**src/rtl/cc_mem_arbiter_if.sv**
```systemverilog
// Memory-refill bus between the I-cache/D-cache controllers, the arbiter and memory.
//   master : arbiter view (takes cache requests and memory data, drives acks and memory request)
//   slave  : environment view (cache controllers and memory)
// Ports (all plain logic):
//   req/adr_{ic,dc}2arb      cache refill request and miss address
//   ack/dat/word/last/err_arb2{ic,dc}  returned words to each cache
//   req/adr_arb2mem          memory read request and beat word address
//   ack/dat_mem2arb          memory data valid and data
interface cc_mem_arbiter_if #(
    parameter int unsigned ADR_WIDTH   = 32,
    parameter int unsigned DATA_WIDTH  = 32,
    parameter int unsigned WORD_OFFSET = 2
);
    logic                   req_ic2arb;
    logic [ADR_WIDTH-1:0]   adr_ic2arb;
    logic                   ack_arb2ic;
    logic [DATA_WIDTH-1:0]  dat_arb2ic;
    logic [WORD_OFFSET-1:0] word_arb2ic;
    logic                   last_arb2ic;
    logic                   err_arb2ic;

    logic                   req_dc2arb;
    logic [ADR_WIDTH-1:0]   adr_dc2arb;
    logic                   ack_arb2dc;
    logic [DATA_WIDTH-1:0]  dat_arb2dc;
    logic [WORD_OFFSET-1:0] word_arb2dc;
    logic                   last_arb2dc;
    logic                   err_arb2dc;

    logic                   req_arb2mem;
    logic [ADR_WIDTH-1:0]   adr_arb2mem;
    logic                   ack_mem2arb;
    logic [DATA_WIDTH-1:0]  dat_mem2arb;

    modport master (
        input  req_ic2arb, adr_ic2arb, req_dc2arb, adr_dc2arb, ack_mem2arb, dat_mem2arb,
        output ack_arb2ic, dat_arb2ic, word_arb2ic, last_arb2ic, err_arb2ic,
        output ack_arb2dc, dat_arb2dc, word_arb2dc, last_arb2dc, err_arb2dc,
        output req_arb2mem, adr_arb2mem
    );

    modport slave (
        output req_ic2arb, adr_ic2arb, req_dc2arb, adr_dc2arb, ack_mem2arb, dat_mem2arb,
        input  ack_arb2ic, dat_arb2ic, word_arb2ic, last_arb2ic, err_arb2ic,
        input  ack_arb2dc, dat_arb2dc, word_arb2dc, last_arb2dc, err_arb2dc,
        input  req_arb2mem, adr_arb2mem
    );
endinterface

```
**src/rtl/cc_mem_arbiter.sv**
```systemverilog
// Round-robin arbiter sharing the memory refill port between the I-cache and D-cache.
// Grants one cache at a time and sequences a 2**WORD_OFFSET word line burst, returning
// each word (registered, one cycle after the memory ack) with its index within the line.
// Ports:
//   clk, rst  clock, asynchronous active-high reset
//   bus       cc_mem_arbiter_if.master (cache request/return sets and memory port)
// Optional feature: define ARB_TIMEOUT_EN to abort a burst after TIMEOUT_CYC cycles
// without a memory ack; the owner then sees a one-cycle err pulse.
module cc_mem_arbiter #(
    parameter int unsigned ADR_WIDTH   = 32,
    parameter int unsigned DATA_WIDTH  = 32,
    parameter int unsigned WORD_OFFSET = 2,
    parameter int unsigned TIMEOUT_CYC = 255
) (
    input  logic             clk,
    input  logic             rst,
    cc_mem_arbiter_if.master bus
);
    localparam int unsigned BASE_LSB  = WORD_OFFSET + 2;
    localparam int unsigned LAST_WORD = (1 << WORD_OFFSET) - 1;
    localparam logic        OWN_IC    = 1'b0;

    typedef enum logic [1:0] {S_IDLE, S_BUSY, S_REL} state_e;

    state_e                             state_q;
    logic                               owner_q;     // 0: IC, 1: DC
    logic                               rr_q;        // 1: DC wins a tie
    logic [ADR_WIDTH-1:0]               base_q;
    logic [ADR_WIDTH-1:0]               adr_mem_q;
    logic                               req_mem_q;
    logic [WORD_OFFSET-1:0]             word_cnt_q;
    logic [1:0]                         ack_q;
    logic [1:0]                         last_q;
    logic [1:0][DATA_WIDTH-1:0]         dat_q;
    logic [1:0][WORD_OFFSET-1:0]        word_q;

    logic                               any_req_d;
    logic                               grant_dc_d;
    logic                               owner_req_d;
    logic                               last_beat_d;
    logic [ADR_WIDTH-1:0]               base_d;
    logic [ADR_WIDTH-1:0]               adr_nxt_d;
    logic [WORD_OFFSET-1:0]             word_nxt_d;

`ifdef ARB_TIMEOUT_EN
    localparam int unsigned TO_W = (TIMEOUT_CYC > 255) ? $clog2(TIMEOUT_CYC + 1) : 8;
    logic [1:0]                         err_q;
    logic [TO_W-1:0]                    to_cnt_q;
`else
    logic                               unused_cfg;
    assign unused_cfg = ^TIMEOUT_CYC;
`endif

    // Line-offset address bits are replaced by the beat counter
    logic unused_adr;
    assign unused_adr = ^{bus.adr_ic2arb[BASE_LSB-1:0], bus.adr_dc2arb[BASE_LSB-1:0]};

    // Grant selection: a tie is resolved by the round-robin pointer
    always_comb begin
        any_req_d  = bus.req_ic2arb | bus.req_dc2arb;
        grant_dc_d = bus.req_dc2arb;
        if (bus.req_ic2arb && bus.req_dc2arb) begin
            grant_dc_d = rr_q;
        end
        base_d = grant_dc_d ? {bus.adr_dc2arb[ADR_WIDTH-1:BASE_LSB], BASE_LSB'(0)}
                            : {bus.adr_ic2arb[ADR_WIDTH-1:BASE_LSB], BASE_LSB'(0)};
        owner_req_d = (owner_q == OWN_IC) ? bus.req_ic2arb : bus.req_dc2arb;
        last_beat_d = (word_cnt_q == WORD_OFFSET'(LAST_WORD));
        word_nxt_d  = word_cnt_q + 1'b1;
        adr_nxt_d   = base_q | (ADR_WIDTH'(word_nxt_d) << 2);
    end

    // Arbitration and burst sequencing FSM with registered outputs
    always_ff @(posedge clk or posedge rst) begin
        if (rst) begin
            state_q    <= S_IDLE;
            owner_q    <= OWN_IC;
            rr_q       <= 1'b0;
            base_q     <= '0;
            adr_mem_q  <= '0;
            req_mem_q  <= 1'b0;
            word_cnt_q <= '0;
            ack_q      <= '0;
            last_q     <= '0;
            dat_q      <= '0;
            word_q     <= '0;
`ifdef ARB_TIMEOUT_EN
            err_q      <= '0;
            to_cnt_q   <= '0;
`endif
        end else begin
            // Return signals are single-cycle pulses
            ack_q  <= '0;
            last_q <= '0;
            dat_q  <= '0;
            word_q <= '0;
`ifdef ARB_TIMEOUT_EN
            err_q  <= '0;
`endif
            case (state_q)
                S_IDLE: begin
                    if (any_req_d) begin
                        owner_q    <= grant_dc_d;
                        rr_q       <= ~grant_dc_d;
                        base_q     <= base_d;
                        adr_mem_q  <= base_d;
                        req_mem_q  <= 1'b1;
                        word_cnt_q <= '0;
`ifdef ARB_TIMEOUT_EN
                        to_cnt_q   <= '0;
`endif
                        state_q    <= S_BUSY;
                    end
                end
                S_BUSY: begin
                    if (bus.ack_mem2arb) begin
                        ack_q[owner_q]  <= 1'b1;
                        dat_q[owner_q]  <= bus.dat_mem2arb;
                        word_q[owner_q] <= word_cnt_q;
                        last_q[owner_q] <= last_beat_d;
`ifdef ARB_TIMEOUT_EN
                        to_cnt_q        <= '0;
`endif
                        if (last_beat_d) begin
                            req_mem_q  <= 1'b0;
                            adr_mem_q  <= '0;
                            word_cnt_q <= '0;
                            state_q    <= S_REL;
                        end else begin
                            word_cnt_q <= word_nxt_d;
                            adr_mem_q  <= adr_nxt_d;
                        end
                    end
`ifdef ARB_TIMEOUT_EN
                    else if (to_cnt_q == TO_W'(TIMEOUT_CYC - 1)) begin
                        err_q[owner_q] <= 1'b1;
                        req_mem_q      <= 1'b0;
                        adr_mem_q      <= '0;
                        word_cnt_q     <= '0;
                        to_cnt_q       <= '0;
                        state_q        <= S_REL;
                    end else begin
                        to_cnt_q <= to_cnt_q + 1'b1;
                    end
`endif
                end
                // Hold off until the owner releases so a stale request is not re-granted
                S_REL: begin
                    if (!owner_req_d) begin
                        state_q <= S_IDLE;
                    end
                end
                default: state_q <= S_IDLE;
            endcase
        end
    end

    assign bus.req_arb2mem = req_mem_q;
    assign bus.adr_arb2mem = adr_mem_q;
    assign bus.ack_arb2ic  = ack_q[0];
    assign bus.dat_arb2ic  = dat_q[0];
    assign bus.word_arb2ic = word_q[0];
    assign bus.last_arb2ic = last_q[0];
    assign bus.ack_arb2dc  = ack_q[1];
    assign bus.dat_arb2dc  = dat_q[1];
    assign bus.word_arb2dc = word_q[1];
    assign bus.last_arb2dc = last_q[1];
`ifdef ARB_TIMEOUT_EN
    assign bus.err_arb2ic  = err_q[0];
    assign bus.err_arb2dc  = err_q[1];
`else
    assign bus.err_arb2ic  = 1'b0;
    assign bus.err_arb2dc  = 1'b0;
`endif
endmodule

```
**src/flat_wrapper.sv**
```systemverilog
// flat-port wrapper written by rule: the top's interface ports become plain ports
module cc_mem_arbiter_flat 
#(
    parameter int unsigned ADR_WIDTH   = 32,
    parameter int unsigned DATA_WIDTH  = 32,
    parameter int unsigned WORD_OFFSET = 2,
    parameter int unsigned TIMEOUT_CYC = 255
)
  (clk, rst, bus_req_ic2arb, bus_adr_ic2arb, bus_req_dc2arb, bus_adr_dc2arb, bus_ack_mem2arb, bus_dat_mem2arb, bus_ack_arb2ic, bus_dat_arb2ic, bus_word_arb2ic, bus_last_arb2ic, bus_err_arb2ic, bus_ack_arb2dc, bus_dat_arb2dc, bus_word_arb2dc, bus_last_arb2dc, bus_err_arb2dc, bus_req_arb2mem, bus_adr_arb2mem);
  cc_mem_arbiter_if #(.ADR_WIDTH(ADR_WIDTH), .DATA_WIDTH(DATA_WIDTH), .WORD_OFFSET(WORD_OFFSET)) bus_i ();
  input  logic clk;
  input  logic rst;
  input wire logic [$bits(bus_i.req_ic2arb)-1:0] bus_req_ic2arb;
  input wire logic [$bits(bus_i.adr_ic2arb)-1:0] bus_adr_ic2arb;
  input wire logic [$bits(bus_i.req_dc2arb)-1:0] bus_req_dc2arb;
  input wire logic [$bits(bus_i.adr_dc2arb)-1:0] bus_adr_dc2arb;
  input wire logic [$bits(bus_i.ack_mem2arb)-1:0] bus_ack_mem2arb;
  input wire logic [$bits(bus_i.dat_mem2arb)-1:0] bus_dat_mem2arb;
  output wire logic [$bits(bus_i.ack_arb2ic)-1:0] bus_ack_arb2ic;
  output wire logic [$bits(bus_i.dat_arb2ic)-1:0] bus_dat_arb2ic;
  output wire logic [$bits(bus_i.word_arb2ic)-1:0] bus_word_arb2ic;
  output wire logic [$bits(bus_i.last_arb2ic)-1:0] bus_last_arb2ic;
  output wire logic [$bits(bus_i.err_arb2ic)-1:0] bus_err_arb2ic;
  output wire logic [$bits(bus_i.ack_arb2dc)-1:0] bus_ack_arb2dc;
  output wire logic [$bits(bus_i.dat_arb2dc)-1:0] bus_dat_arb2dc;
  output wire logic [$bits(bus_i.word_arb2dc)-1:0] bus_word_arb2dc;
  output wire logic [$bits(bus_i.last_arb2dc)-1:0] bus_last_arb2dc;
  output wire logic [$bits(bus_i.err_arb2dc)-1:0] bus_err_arb2dc;
  output wire logic [$bits(bus_i.req_arb2mem)-1:0] bus_req_arb2mem;
  output wire logic [$bits(bus_i.adr_arb2mem)-1:0] bus_adr_arb2mem;
  assign bus_i.req_ic2arb = bus_req_ic2arb;
  assign bus_i.adr_ic2arb = bus_adr_ic2arb;
  assign bus_i.req_dc2arb = bus_req_dc2arb;
  assign bus_i.adr_dc2arb = bus_adr_dc2arb;
  assign bus_i.ack_mem2arb = bus_ack_mem2arb;
  assign bus_i.dat_mem2arb = bus_dat_mem2arb;
  assign bus_ack_arb2ic = bus_i.ack_arb2ic;
  assign bus_dat_arb2ic = bus_i.dat_arb2ic;
  assign bus_word_arb2ic = bus_i.word_arb2ic;
  assign bus_last_arb2ic = bus_i.last_arb2ic;
  assign bus_err_arb2ic = bus_i.err_arb2ic;
  assign bus_ack_arb2dc = bus_i.ack_arb2dc;
  assign bus_dat_arb2dc = bus_i.dat_arb2dc;
  assign bus_word_arb2dc = bus_i.word_arb2dc;
  assign bus_last_arb2dc = bus_i.last_arb2dc;
  assign bus_err_arb2dc = bus_i.err_arb2dc;
  assign bus_req_arb2mem = bus_i.req_arb2mem;
  assign bus_adr_arb2mem = bus_i.adr_arb2mem;
  cc_mem_arbiter #(.ADR_WIDTH(ADR_WIDTH), .DATA_WIDTH(DATA_WIDTH), .WORD_OFFSET(WORD_OFFSET), .TIMEOUT_CYC(TIMEOUT_CYC)) u_core (.clk(clk), .rst(rst), .bus(bus_i));
endmodule
```
**config.mk**
```make
export PLATFORM = sky130hd
export DESIGN_NAME = cc_mem_arbiter_flat
export DESIGN_NICKNAME = d
export VERILOG_FILES = /design/src/rtl/cc_mem_arbiter_if.sv /design/src/rtl/cc_mem_arbiter.sv /design/src/flat_wrapper.sv
export SDC_FILE = /design/constraint.sdc
export NUM_CORES = 1
export LEC_CHECK = 0
export BUFFER_PORTS_ARGS = -buffer_cell sky130_fd_sc_hd__buf_4
export CAP_MARGIN = 25
export CORE_MARGIN = 5
export CORE_UTILIZATION = 48
export DETAILED_ROUTE_END_ITERATION = 10
export PLACE_DENSITY_LB_ADDON = 0.1
export SLEW_MARGIN = 40
export SYNTH_ARGS = -nofsm -noshare
export SYNTH_HDL_FRONTEND = slang
export SYNTH_SLANG_ARGS = --single-unit
```
**constraint.sdc**
```tcl
create_clock -name clk -period 6.55 [get_ports clk]
set_clock_uncertainty 0.15 [all_clocks]
set_input_delay 1.31 -clock clk [delete_from_list [all_inputs] [get_ports clk]]
set_output_delay 1.31 -clock clk [all_outputs]
set_load 0.05 [all_outputs]
```
==> impl_results.md <==
- DPL Wire Length: 8.40 mm
- Synth top area share: 65.5%
- # DRC: 0
- Longest Clk Path Bufs: 2
- Async SR Flop Fraction: 100%
- Status: complete, no violations
- Post-synth EDFFs: 0
- Diode count: 0
- Final setup violation count: 0
- Most frequent cell after synthesis: dfrtp_1
- Cell Rows: 37
- Per-cell routed wire length: 16.1 um
- Min Tclk post-route: around 2700 ps
- Clock network power share: 26.4%
- Int Power: 2.21 mW
- Placed instance count: around 750
- Post-synthesis cell type count: 25
- Drt first pass iters: 4
- Post-Synthesis Cell Area: 0.00516 mm2
- Initial antenna violation count: 0
- Final Hold Viols: 0
- Grt total ovfl: 0
- Fin area: ~0.0073 mm2
- Synth Register Bits: 135
- VDD IR max: 0.289 mV
- Ys Warns: 0
- # port buffers: 195
- Core area: 0.0104 mm2
- Fin nets: 738
- Num CTS Buffers: 17
- H-tree depth: 4
- Period utilisation layout: 40.6%
- Top-level port count: 208
- Commonest register cell after synthesis: dfrtp_1
- Seq/Total Area, Yosys: 65.5%
- Placed inst area: 0.00668 mm2
- Clock Latency Late Sink: ~520 ps
- Worst Hold Class: register to register
- Starting Density: 49.5%
- Largest net degree at the start of global routing: a little over 90
- Hold_buf cts: 0
- Power Density: 515 mW/mm2
- Root Driver: clkbuf_8
- DR iter-0 viols: 199
- FF-to-FF Start: u_core.state_q[1]
- Leakage: 3.79 nW
- Chip width: 114 um
- CTS Sinks: 135
- Die Y-Extent: around 110 um
- Setup Buffers After CTS: 0
- Post-Place Worst Slack: 3390 ps
- Fmax: between 300 and 400 MHz
- Worst EP arrival: around 2900 ps
- Slew Viols, Final: 0
- Startpoint Class: input port
- Rel. slew slack: between 50% and 60%
- First-pass GRT wire length: 20.6 mm
- Routability cong.: 0.750
- Commonest cells in the netlist: dfrtp_1, and2_1, nand2_1, nor2_1, o21ai_0
- DR vias/cell: 4.99
- Critical path startpoint: bus_req_dc2arb
- Synth area leaders: dfrtp_1, and2_1, mux2i_1
- CTS tree: yes
- Antenna Nets Post-Route: 0
- Seq pwr share: roughly 33%
- Die area: 0.0129 mm2
- Mapped Cells: 448
- Share of layout cells above drive strength 1: between 30% and 40%
- Number of global-route vias before repair: 4047
- Net Switching: around 1.6 mW
- Worst Path Max Fanout: 49
- Final cell count without fillers: 784
- Area leader, netlist: dfrtp_1
- Sw Ratio: 41.2%
- WP data required: 6770 ps
- Total number of vias: around 4000
- Drt total wl: 12.6 mm
- Worst Tran Pin Value: 665 ps
- Area grow syn2layout: 41.6%
- Cts repair resizes: 0
- Total track usage: 20.3%
- Max Cap Viol: 0
- Comb power frac: 40.6%
- Reg clk slew, reported paths: 60 ps
- RSZ-0062 raised after global routing: false
- Crit Path Class: input port to register
- Core Util, Final: 70.2%
- Syn_area_per_cell: between 10 and 15 um2
- Crit. End Element: register
- TNS Setup: 0 ps
- Worst Hold Launch: u_core.base_q[20]
- Final Worst Setup Slack: 3890 ps
layout by cell type, fill, tap and decap left out, drive strengths merged, types with 3 or more instances in the layout:
master / netlist / final
bufinv: 0 / 4
inv: 2 / 3
mux2i: 28 / 28
dfrtp: 135 / 135
nor3: 3 / 3
conb: 1 / 4
a21oi: 29 / 29
nand2: 40 / 40
nor2: 36 / 36
and2: 70 / 70
clkbuf: 13 / 21
clkinvlp: 0 / 3
o21ai: 34 / 34
buf: 21 / 200
o22ai: 28 / 28
state kept, by name, summed over array words and instances (netlist names), 2 cells and up:
register,flops
u_core.base_q,28
u_core.state_q,2
u_core.last_q,2
u_core.bus.dat_arb2dc,32
u_core.ack_q,2
u_core.bus.word_arb2dc,2
u_core.bus.dat_arb2ic,32
u_core.bus.word_arb2ic,2
u_core.bus.adr_arb2mem,29
metal layers:
layer	up-vias	wire, um	GRT usage, %
met5	-	0	0
met4	0	199	6.01
met3	19	977	6.53
met2	136	6310	33.9
met1	1894	5110	25.4
li1	1865	-	-
path summary, 6_finish.rpt:
| check | slack [ps] | endpoint | cells past startpoint |
|---|---|---|---|
| max in group asynchronous | 4480 | u_core.bus.adr_arb2mem[9] | 3 |
| max | 3890 | u_core.base_q[26] | 5 |
| max reg2reg | 4350 | u_core.base_q[23] | 4 |
| min | 330 | u_core.base_q[20] | 2 |
| min in group asynchronous | 710 | u_core.bus.adr_arb2mem[5] | 2 |
| min reg2reg | 330 | u_core.base_q[20] | 2 |
worst max-delay path: stages:
cell and delay, ps:
buf_4 130, nor2_1 190, or3_2 550, buf_4 490
o21ai_0 170
layout make-up:
type / instances / area, um2
sequential: 135 / 3380
fill: 757 / 3110
multi-input combinational: 280 / 1620
timing repair buffer: 200 / 1500
clock buffer: 21 / 459
tap: 136 / 170
clock inverter: 10 / 169
inverter: 2 / 15.0
metrics by stage:
stage | power, mW | hold WS [ps]
final | 3.76 | 329
after global routing | 3.97 | 356
after CTS | 3.79 | 335
after detailed placement | 2.79 | 322
after global placement | 2.75 | 311
after floorplan | 2.32 | 300
power groups by stage:
stage | Sequential [mW] | Clock (mW) | Combinational, mW
final | 1.24 | 0.995 | 1.53
after global routing | 1.27 | 1.05 | 1.65
after CTS | 1.24 | 1.01 | 1.55
after detailed placement | 1.25 | 0 | 1.54
after global placement | 1.24 | 0 | 1.51
after floorplan | 1.82 | 0 | 0.504
logic make-up (layout without fill, tap and decap cells):
logic type,count (synthesis),in the layout,share of synthesized area [%]
AO/OA/AOI/OAI,91,91,9.50
adder cells (fa/ha/maj),1,1,0.242
buffers and inverters,36,233,3.85
flip-flops,135,135,65.5
multiplexers,28,28,5.43
other,1,4,0.0727
AND/OR/NAND/NOR,156,156,15.4
(Power assumes the default switching activity.)
